===== config.mk =====
export PLATFORM = sky130hd
export DESIGN_NAME = pet_prg_loader
export DESIGN_NICKNAME = d
export VERILOG_FILES = /design/src/rtl/pet_pkg.sv /design/src/rtl/pet_dma_writer.sv /design/src/rtl/pet_prg_loader.sv
export SDC_FILE = /design/constraint.sdc
export NUM_CORES = 1
export LEC_CHECK = 0
export BUFFER_PORTS_ARGS = -buffer_cell sky130_fd_sc_hd__buf_2
export CORE_UTILIZATION = 50
export CTS_CLUSTER_SIZE = 10
export DETAILED_ROUTE_END_ITERATION = 7
export GPL_TIMING_DRIVEN = 0
export PLACE_DENSITY = 0.81
export RECOVER_POWER = 25
export SYNTH_ARGS = -nofsm -noshare
export SYNTH_HDL_FRONTEND = slang
export SYNTH_SLANG_ARGS = --single-unit
export TNS_END_PERCENT = 10

===== constraint.sdc =====
create_clock -name clk -period 1.8 [get_ports clk]
set_clock_uncertainty 0.05 [all_clocks]
set_input_delay 0.36 -clock clk [delete_from_list [all_inputs] [get_ports clk]]
set_output_delay 0.36 -clock clk [all_outputs]
set_load 0.01 [all_outputs]

===== src/rtl/pet_pkg.sv =====
// Shared definitions for the PET .PRG DMA loader.
//   prg_state_t          : loader state encoding
//   PET_RAM_TOP_DEFAULT  : highest DMA-reachable RAM address
//   PET_ZP_VARTAB        : zero-page address of the first BASIC end pointer
//   PET_FIXUP_BYTES      : number of pointer bytes patched after a load
// Optional feature macro: PET_PRG_PTR_FIXUP_EN (adds the FIX state).
package pet_pkg;

  localparam logic [15:0] PET_RAM_TOP_DEFAULT = 16'h7FFF;
  localparam logic [7:0]  PET_ZP_VARTAB       = 8'h2A;
  localparam int          PET_FIXUP_BYTES     = 6;

  typedef enum logic [2:0] {
    IDLE   = 3'd0,
    HDR_LO = 3'd1,
    HDR_HI = 3'd2,
    DATA   = 3'd3,
    WRITE  = 3'd4,
`ifdef PET_PRG_PTR_FIXUP_EN
    FIX    = 3'd5,
`endif
    DONE   = 3'd6,
    ERR    = 3'd7
  } prg_state_t;

  // A load is in progress in every state except the idle/terminal ones.
  function automatic logic is_active(input prg_state_t s);
    case (s)
      HDR_LO, HDR_HI, DATA, WRITE: is_active = 1'b1;
`ifdef PET_PRG_PTR_FIXUP_EN
      FIX:                         is_active = 1'b1;
`endif
      default:                     is_active = 1'b0;
    endcase
  endfunction

  // States in which a host byte can be accepted.
  function automatic logic takes_bytes(input prg_state_t s);
    case (s)
      HDR_LO, HDR_HI, DATA: takes_bytes = 1'b1;
      default:              takes_bytes = 1'b0;
    endcase
  endfunction

endpackage


===== src/rtl/pet_dma_writer.sv =====
// Single-byte DMA write engine for the PET loader.
// Latches an address/data pair on start and holds dma_we for WE_CYCLES clocks
// with address and data stable. abort drops dma_we on the next clock.
// Ports:
//   clk, reset_n           : clock, asynchronous active-low reset
//   abort                  : cancel the current write
//   start, addr_in, data_in: launch a write (only while idle)
//   dma_addr, dma_dout     : registered RAM address/data
//   dma_we                 : registered RAM write enable
//   write_done             : high during the last dma_we cycle
module pet_dma_writer #(
  parameter int WE_CYCLES = 1
) (
  input  logic        clk,
  input  logic        reset_n,
  input  logic        abort,
  input  logic        start,
  input  logic [14:0] addr_in,
  input  logic [7:0]  data_in,
  output logic [14:0] dma_addr,
  output logic [7:0]  dma_dout,
  output logic        dma_we,
  output logic        write_done
);

  localparam logic [1:0] CNT_LAST = 2'(WE_CYCLES - 1);

  logic [1:0] cnt;

  assign write_done = dma_we && (cnt == CNT_LAST);

  // Write-enable stretcher with latched address and data.
  always_ff @(posedge clk or negedge reset_n) begin
    if (!reset_n) begin
      dma_addr <= 15'd0;
      dma_dout <= 8'd0;
      dma_we   <= 1'b0;
      cnt      <= 2'd0;
    end else if (abort) begin
      dma_we <= 1'b0;
      cnt    <= 2'd0;
    end else if (start) begin
      dma_addr <= addr_in;
      dma_dout <= data_in;
      dma_we   <= 1'b1;
      cnt      <= 2'd0;
    end else if (dma_we) begin
      if (cnt == CNT_LAST) begin
        dma_we <= 1'b0;
        cnt    <= 2'd0;
      end else begin
        cnt <= cnt + 2'd1;
      end
    end
  end

endmodule


===== src/rtl/pet_prg_loader.sv =====
// PET .PRG loader: parses the 2-byte little-endian load address from the host
// stream and writes the following bytes to consecutive RAM addresses through
// the RAM's DMA port. Bytes above RAM_TOP are dropped and flag an error.
// Optional macro PET_PRG_PTR_FIXUP_EN: after a clean load, writes end_addr
// into VARTAB/ARYTAB/STREND (zero page 0x2A..0x2F, low byte first).
// Ports:
//   clk, reset_n         : clock, asynchronous active-low reset
//   load_start, load_end : host framing pulses
//   in_valid/in_data/in_ready : byte stream handshake
//   dma_addr/dma_dout/dma_we  : RAM DMA write port
//   busy, done, error    : status (done/error sticky until load_start)
//   end_addr             : first address after the last byte of the file
module pet_prg_loader
  import pet_pkg::*;
#(
  parameter int          WE_CYCLES = 1,
  parameter logic [15:0] RAM_TOP   = PET_RAM_TOP_DEFAULT
) (
  input  logic        clk,
  input  logic        reset_n,
  input  logic        load_start,
  input  logic        load_end,
  input  logic        in_valid,
  input  logic [7:0]  in_data,
  output logic        in_ready,
  output logic [14:0] dma_addr,
  output logic [7:0]  dma_dout,
  output logic        dma_we,
  output logic        busy,
  output logic        done,
  output logic        error,
  output logic [15:0] end_addr
);

  prg_state_t  state, next_state, finish_target;
  logic [15:0] ptr, ptr_next, end_addr_next;
  logic        ovf, ovf_next;
  logic        end_pend, end_pend_next;
  logic        accept, end_req;
  logic        wr_start, write_done;
  logic [14:0] wr_addr;
  logic [7:0]  wr_data;
`ifdef PET_PRG_PTR_FIXUP_EN
  logic [2:0]  fix_idx, fix_idx_next;
`endif

  assign accept  = in_valid && in_ready;
  // A load_end seen while a write was pending is remembered in end_pend.
  assign end_req = load_end || end_pend;

`ifdef PET_PRG_PTR_FIXUP_EN
  assign finish_target = ovf ? ERR : FIX;
`else
  assign finish_target = ovf ? ERR : DONE;
`endif

  // Next-state, pointer and write-launch logic.
  always_comb begin
    next_state    = state;
    ptr_next      = ptr;
    ovf_next      = ovf;
    end_pend_next = end_pend;
    end_addr_next = end_addr;
    wr_start      = 1'b0;
    wr_addr       = ptr[14:0];
    wr_data       = in_data;
`ifdef PET_PRG_PTR_FIXUP_EN
    fix_idx_next  = fix_idx;
`endif
    if (load_start) begin
      next_state    = HDR_LO;
      ptr_next      = 16'd0;
      ovf_next      = 1'b0;
      end_pend_next = 1'b0;
`ifdef PET_PRG_PTR_FIXUP_EN
      fix_idx_next  = 3'd0;
`endif
    end else begin
      case (state)
        HDR_LO: begin
          if (accept) begin
            ptr_next[7:0] = in_data;
            next_state    = end_req ? ERR : HDR_HI;
          end else if (end_req) begin
            next_state = ERR;
          end else begin
            next_state = HDR_LO;
          end
        end
        HDR_HI: begin
          if (accept) begin
            ptr_next[15:8] = in_data;
            next_state     = DATA;
            end_pend_next  = end_req;  // header completes first, end handled in DATA
          end else if (end_req) begin
            next_state = ERR;
          end else begin
            next_state = HDR_HI;
          end
        end
        DATA: begin
          if (accept) begin
            wr_start      = (ptr <= RAM_TOP);
            next_state    = (ptr <= RAM_TOP) ? WRITE : DATA;
            ovf_next      = ovf | (ptr > RAM_TOP) | (ptr == 16'hFFFF);
            ptr_next      = ptr + 16'd1;
            end_pend_next = end_req;   // byte first, then the end marker
          end else if (end_req) begin
            next_state    = finish_target;
            end_addr_next = ptr;
            end_pend_next = 1'b0;
          end else begin
            next_state = DATA;
          end
        end
        WRITE: begin
          if (write_done) begin
            if (end_req) begin
              next_state    = finish_target;
              end_addr_next = ptr;
            end else begin
              next_state = DATA;
            end
            end_pend_next = 1'b0;
          end else begin
            end_pend_next = end_req;
          end
        end
`ifdef PET_PRG_PTR_FIXUP_EN
        FIX: begin
          wr_addr = {7'd0, PET_ZP_VARTAB + {5'd0, fix_idx}};
          wr_data = fix_idx[0] ? end_addr[15:8] : end_addr[7:0];
          if (write_done) begin
            if (fix_idx == 3'(PET_FIXUP_BYTES - 1)) begin
              next_state = DONE;
            end else begin
              fix_idx_next = fix_idx + 3'd1;
            end
          end else if (!dma_we) begin
            wr_start = 1'b1;           // writer idle: launch the next pointer byte
          end else begin
            next_state = FIX;
          end
        end
`endif
        DONE:    next_state = IDLE;
        ERR:     next_state = IDLE;
        IDLE:    next_state = IDLE;
        default: next_state = IDLE;
      endcase
    end
  end

  // State, datapath and registered status outputs.
  always_ff @(posedge clk or negedge reset_n) begin
    if (!reset_n) begin
      state    <= IDLE;
      ptr      <= 16'd0;
      ovf      <= 1'b0;
      end_pend <= 1'b0;
      end_addr <= 16'd0;
      in_ready <= 1'b0;
      busy     <= 1'b0;
      done     <= 1'b0;
      error    <= 1'b0;
`ifdef PET_PRG_PTR_FIXUP_EN
      fix_idx  <= 3'd0;
`endif
    end else begin
      state    <= next_state;
      ptr      <= ptr_next;
      ovf      <= ovf_next;
      end_pend <= end_pend_next;
      end_addr <= end_addr_next;
      in_ready <= takes_bytes(next_state);
      busy     <= is_active(next_state);
      done     <= load_start ? 1'b0 : (done  | (next_state == DONE));
      error    <= load_start ? 1'b0 : (error | (next_state == ERR));
`ifdef PET_PRG_PTR_FIXUP_EN
      fix_idx  <= fix_idx_next;
`endif
    end
  end

  pet_dma_writer #(.WE_CYCLES(WE_CYCLES)) u_writer (
    .clk        (clk),
    .reset_n    (reset_n),
    .abort      (load_start),
    .start      (wr_start),
    .addr_in    (wr_addr),
    .data_in    (wr_data),
    .dma_addr   (dma_addr),
    .dma_dout   (dma_dout),
    .dma_we     (dma_we),
    .write_done (write_done)
  );

endmodule

==> results of run 1 <==
## cell usage after synthesis, types with 2 or more instances
| cell | instances |
|---|---|
| inv_1 | 5 |
| dfrtp_1 | 67 |
| buf_2 | 5 |
| o22ai_1 | 2 |
| a21o_1 | 2 |
| o31a_1 | 3 |
| a21oi_1 | 24 |
| mux2i_1 | 4 |
| a211oi_1 | 2 |
| nand3_1 | 7 |
| nor3_1 | 9 |
| a2111oi_0 | 2 |
| nor2_1 | 19 |
| nor4_1 | 2 |
| ha_1 | 3 |
| a31oi_1 | 6 |
| and2_1 | 2 |
| nand2_1 | 15 |
| o21bai_1 | 2 |
| mux2_1 | 11 |
| nand4_1 | 3 |
| and3_1 | 3 |
| o21ai_0 | 31 |
| clkbuf_1 | 5 |
| nor2b_1 | 2 |
| mux2_2 | 28 |
| and3b_1 | 2 |
| nand2b_1 | 3 |
## final cells by class
cell class / count / area, µm² / share of cell area
repair buffers: 76 / 478 / 0.115
well taps: 75 / 93.8 / 0.0225
multi-input cells: 204 / 1610 / 0.386
plain buffers: 14 / 104 / 0.0249
clock inverters: 2 / 10.0 / 0.00240
flip-flops and latches: 67 / 1690 / 0.404
clock buffers: 13 / 169 / 0.0405
inverters: 5 / 18.8 / 0.00450
## sequential cells by signal (all words and copies together), names as in the netlist
register,flops
u_writer.dma_dout,8
ovf,1
error,1
ptr,16
u_writer.dma_we,1
busy,1
state,3
end_pend,1
u_writer.dma_addr,15
end_addr,16
done,1
u_writer.cnt,2
in_ready,1
## through the flow
stage	area [µm²]	utilization	hold slack, ns	setup TNS (ns)
2_1_floorplan	3190	-	0.0144	-2.93
3_3_place_gp	3560	0.591	0.413	-13.93
3_5_place_dp	3560	0.592	0.419	-15.28
4_1_cts	4080	0.677	0.102	-2.89
5_1_grt	4170	0.692	0.232	-8.14
6_report	4170	0.692	0.239	-4.19
## path summary, 6_finish.rpt
check	to	slack, ns	depth (start not counted)
hold reg to reg	u_writer.dma_addr[2]	0.43	1
setup reg to reg	end_addr[5]	-0.16	7
min in group asynchronous	u_writer.dma_dout[6]	0.39	1
hold / removal	u_writer.dma_dout[6]	0.24	2
max in group asynchronous	ptr[7]	0.22	1
setup / recovery	end_addr[5]	-0.16	7
## worst max-delay path, cell delays in order (launching register included)
cell and delay, ns:
dfrtp_1 0.43, or3b_4 0.44, nor2_4 0.11, a21oi_2 0.06
nor3_4 0.16, buf_6 0.15, buf_8 0.13, mux2_4 0.30
## timing repair
item,in CTS,in global routing
setup endpoints to repair,45,60
gates cloned,2,0
setup buffers,17,1
resized for setup,49,40
pin swaps,9,3
## power by group through the flow
| stage | Combinational, mW | Clock [mW] | Sequential [mW] |
|---|---|---|---|
| 6_report | 2.03 | 1.15 | 2.17 |
| 5_1_grt | 2.16 | 1.24 | 2.21 |
| 4_1_cts | 1.85 | 1.16 | 2.13 |
| 3_5_place_dp | 1.53 | 0 | 2.15 |
| 3_3_place_gp | 1.48 | 0 | 2.13 |
| 2_1_floorplan | 0.879 | 0 | 2.23 |
## cells by family after synthesis
family          after synthesis  synth area share
flops                        67             0.527
xor+xnor                      1           0.00275
mux                          43             0.150
buf+inv                      19            0.0283
compound gates               78             0.141
simple gates                 79             0.139
fa+ha+maj                     3            0.0118
## metal layers
layer | global-route usage | part of all wire | vias to the layer above
met3 | 0.0711 | 0.084 | 31
met4 | 0.128 | 0.027 | 0
li1 | - | - | 1242
met5 | 0 | 0 | -
met1 | 0.337 | 0.41 | 1372
met2 | 0.392 | 0.47 | 180
==> out/results.txt, run 1 <==
CP endpoint kind -> flip-flop
crit-path max FO -> 5
worst-margin pin slew -> 1.63 ns
placed cells -> 421
H-tree depth -> 3
RSZ-0062 raised after global routing -> yes
Min-Delay Startpoint -> in_data[6]
CTS tree -> yes
Highest Clock Rate -> 510 MHz
cts bufs inserted -> 9
final hold violation count -> 0
Gate power share -> 0.379
Routed Antenna Nets -> 0
GR Overflow Total -> 0
port bufs -> 56
syn nets -> 306
DRC viols -> 0
Worst EP required -> 1.97 ns
# setup viols final -> 42
Syn Inst Count -> 290
Crit Path Category -> flip-flop to flip-flop
gpl congestion -> 0.909
DP HPWL -> 4990 µm
root buffer cell -> clkbuf_8
share of cells above drive strength 1 -> 0.462
CTS Sinks -> 67
synth warn -> 0
Via Count -> 2825
Netlist cell types -> 49
Pwr Total -> 5.35 mW
Tmin final -> 1.96 ns
Synth Flop Type -> dfrtp_1
top post-synthesis cells by area -> dfrtp_1 53%, mux2_2 9.9%, o21ai_0 4.9%, mux2_1 3.9%, a21oi_1 3.8%
total power density per cell area -> 1280 mW/mm²
num rows -> 28
Leakage -> 2.04 nW
Cell Area, Synth -> 0.00318 mm²
Slew Limit Fails -> 68
number of synthesized register bits -> 67
Post-synth EDFFs -> 0
Starting Density -> 0.528
vias in the first global route -> 2568
Die ar. -> 0.00669 mm²
Reg clk slew, reported paths -> 0.07 ns
largest net degree at the start of global routing -> 68
post-synthesis async set-or-reset flop share -> 1.00
P_sw -> 1.92 mW
Sequential Power Share -> 0.406
IO Pins -> 57
Core Footprint -> 0.00603 mm²
Post-Layout Cell Count -> 456
switching share of total power -> 0.360
worst path arrival time -> 2.13 ns
Avg Cell Area, Syn -> 11.0 µm²
final wirelength -> 8690 µm
Detailed Routing Iterations Pass 1 -> 5
1st-iter DRT viols -> 204
WL per Instance -> 19.1 µm
n_diodes -> 0
clock power share -> 0.215
area share of the largest cell type after synthesis -> 0.527
worst setup margin -> -0.160 ns
Worst-Skew Late Latency -> 0.34 ns
Syn-to-layout area delta -> 31.0%
max cap viols -> 1
hold buffer count at CTS -> 0
Hold Path Class -> primary input to flip-flop
failing checks -> capacitance limit, slew limit, setup timing
Tcrit/Tclk final -> 1.09
pre-CTS setup slack -> -0.492 ns
final net count -> 393
initial antenna violation count -> 0
register area share after synthesis -> 0.527
via/cell ratio -> 6.20
Yosys top cell by area -> dfrtp_1
fillcell total -> 423
Longest Clk Path Bufs -> 2
Worst VDD drop -> 0.000692 V
R2R Path Start -> state[1]
CP Launch Point -> state[1]
max_slew headroom -> -0.0867
total track usage -> 0.258
first-pass GRT wire length -> 12500 µm
most common cell after layout, fill and taps aside -> dfrtp_1
Die Wd -> 81.8 µm
commonest cells after routing, fill and taps aside -> 60 x dfrtp_1, 57 x buf_2, 20 x mux2_2
die height -> 81.8 µm
Int Power -> 3.42 mW
outcome -> complete, but fails checks
Worst setup SP type -> flip-flop
(Power assumes the default switching activity.)
==> inputs of run 2 (changes only) <==
- ABC_CLOCK_PERIOD_IN_PS: default -> 1800
- REMOVE_ABC_BUFFERS: default -> 1
==> out/results.txt, run 2 (synthesized netlist as in run 1, its figures left out) <==
CTS Sinks -> 67 (unchanged)
# setup viols final -> 45 (+7.1%)
Highest Clock Rate -> 504 MHz (-1.2%)
Tcrit/Tclk final -> 1.10 (+0.0133)
cells on worst reg2reg path -> 6 (-1)
initial antenna violation count -> 0 (unchanged)
Worst-Skew Late Latency -> 0.36 ns (+0.02 ns)
Hold Path Class -> primary input to flip-flop
P_sw -> 1.99 mW (+3.6%)
worst setup margin -> -0.184 ns (-0.0239 ns)
Via Count -> 2778 (-1.7%)
Crit Path Category -> flip-flop to flip-flop
Core Footprint -> 0.00603 mm² (unchanged)
pre-CTS setup slack -> -0.778 ns (-0.285 ns)
worst hold slack -> 0.205 ns (-0.0340 ns)
Starting Density -> 0.528 (unchanged)
GR Overflow Total -> 0 (unchanged)
setup_tns -> -4.41 ns (-0.224 ns)
share of cells above drive strength 1 -> 0.451 (-0.0106)
Die ar. -> 0.00669 mm² (unchanged)
total track usage -> 0.268 (+0.0107)
Longest Clk Path Bufs -> 2 (unchanged)
DP HPWL -> 4740 µm (-5.0%)
final hold violation count -> 0 (unchanged)
num rows -> 28 (unchanged)
DRC viols -> 0 (unchanged)
Die Wd -> 81.8 µm (unchanged)
Syn-to-layout area delta -> 29.0%
CP endpoint kind -> flip-flop
Worst EP required -> 1.99 ns (+0.02 ns)
IO Pins -> 57 (unchanged)
1st-iter DRT viols -> 273 (+34%)
H-tree depth -> 3 (unchanged)
Final Core Density -> 0.682 (-0.0102)
vias in the first global route -> 2611 (+1.7%)
Worst R2R End -> end_addr[8]
n_diodes -> 0 (unchanged)
Slew Limit Fails -> 68 (unchanged)
Sequential Power Share -> 0.393 (-0.013)
max cap viols -> 1 (unchanged)
Worst VDD drop -> 0.000908 V (+31%)
crit-path max FO -> 4 (-1)
largest net degree at the start of global routing -> 68 (unchanged)
Worst setup SP type -> flip-flop
via/cell ratio -> 6.24 (+0.77%)
reg2reg setup slack -> -0.18 ns (-0.02 ns)
Min-Delay Startpoint -> in_data[6]
CTS tree -> yes
Reg clk slew, reported paths -> 0.08 ns (about the same)
final net count -> 381 (-3.1%)
switching share of total power -> 0.362 (+0.00201)
max_slew headroom -> -0.0903 (-0.00364)
Pwr Total -> 5.51 mW (+3.1%)
port bufs -> 56 (unchanged)
final wirelength -> 8590 µm (-1.2%)
WL per Instance -> 19.3 µm (+1.2%)
die height -> 81.8 µm (unchanged)
outcome -> complete, but fails checks
cts bufs inserted -> 9 (unchanged)
Leakage -> 1.98 nW (-3.0%)
gpl congestion -> 0.877 (-3.5%)
Cells on Worst Hold Path -> 2 (unchanged)
Tmin final -> 1.98 ns (+0.0239 ns)
total power density per cell area -> 1340 mW/mm² (+4.6%)
hold endpoint -> u_writer.dma_dout[6]
most common cell after layout, fill and taps aside -> dfrtp_1
root buffer cell -> clkbuf_8
Detailed Routing Iterations Pass 1 -> 5 (unchanged)
RSZ-0062 raised after global routing -> yes
worst path arrival time -> 2.17 ns (+0.04 ns)
R2R Path Start -> state[0]
clock power share -> 0.224 (+0.009)
failing checks -> capacitance limit, slew limit, setup timing
commonest cells after routing, fill and taps aside -> 61 x dfrtp_1, 55 x buf_2, 27 x o21ai_0
Gate power share -> 0.383 (+0.004)
Int Power -> 3.52 mW (+2.7%)
Top Registers -> end_addr: 16 flops, ptr: 16 flops, u_writer.dma_addr: 15 flops
worst-margin pin slew -> 1.64 ns (+0.00546 ns)
Routed Antenna Nets -> 0 (unchanged)
first-pass GRT wire length -> 13000 µm (+3.9%)
==> run 2: cell types whose count changed in the layout (fill, tap and decap cells not counted), sizes merged <==
cell	change
buf	-7
clkinv	+2
bufbuf	-1
nand3b	+1
bufinv	+1
clkbuf	-9
clkinvlp	+2
==> run 2: layout make-up <==
type | instances | area, µm²
fill | 443 | 1920
sequential | 67 | 1680
multi-input combinational | 205 | 1620
timing repair buffer | 77 | 498
clock buffer | 9 | 124
tap | 75 | 93.8
clock inverter | 7 | 68.8
inverter | 5 | 18.8
==> run 2: worst max path at each step <==
stage / from / to / slack, ns / cells past startpoint
after floorplan: state[0] / u_writer.dma_dout[0] / -0.71 / 4
after global placement: state[0] / u_writer.dma_dout[3] / -1.52 / 4
after detailed placement: state[0] / end_addr[1] / -0.78 / 4
after CTS: state[1] / end_addr[11] / -0.16 / 6
after global routing: state[0] / busy / -0.22 / 7
final: state[0] / end_addr[8] / -0.18 / 6
==> run 2: per-layer routing <==
metal  vias to the layer above  wire (µm)  track usage
met4                         0        326        0.151
met2                       181       4010        0.405
li1                       1216          -            -
met1                      1342       3560        0.354
met5                         -          0            0
met3                        39        691       0.0633
==> run 2: worst max-delay path, stage by stage, from the launching register on <==
cell and delay [ns]:
dfrtp_2 0.45, or3b_4 0.43, nor2_4 0.09, a21oi_2 0.06, nor3_4 0.25, buf_4 0.22
mux2_1 0.32
==> run 2: repair_timing <==
action / CTS / global route
buffers inserted: 15 / 4
gates resized for setup: 26 / 39
endpoints found under the setup margin: 54 / 59
pin swaps: 6 / 11
gates cloned: 2 / 0
hold buffers: 0 / 0
==> run 2: through the flow <==
step                cells  area [µm²]
CTS                   441        3940
finish                445        4110
global route          445        4110
detailed placement    408        3510
floorplan             276        3110
global placement      407        3490
==> run 2: power by group through the flow <==
stage / Sequential (mW) / Combinational, mW / Clock [mW]
floorplan: 2.28 / 0.763 / 0
global placement: 2.19 / 1.34 / 0
detailed placement: 2.21 / 1.39 / 0
CTS: 2.13 / 1.81 / 1.24
global route: 2.22 / 2.27 / 1.31
finish: 2.16 / 2.11 / 1.24
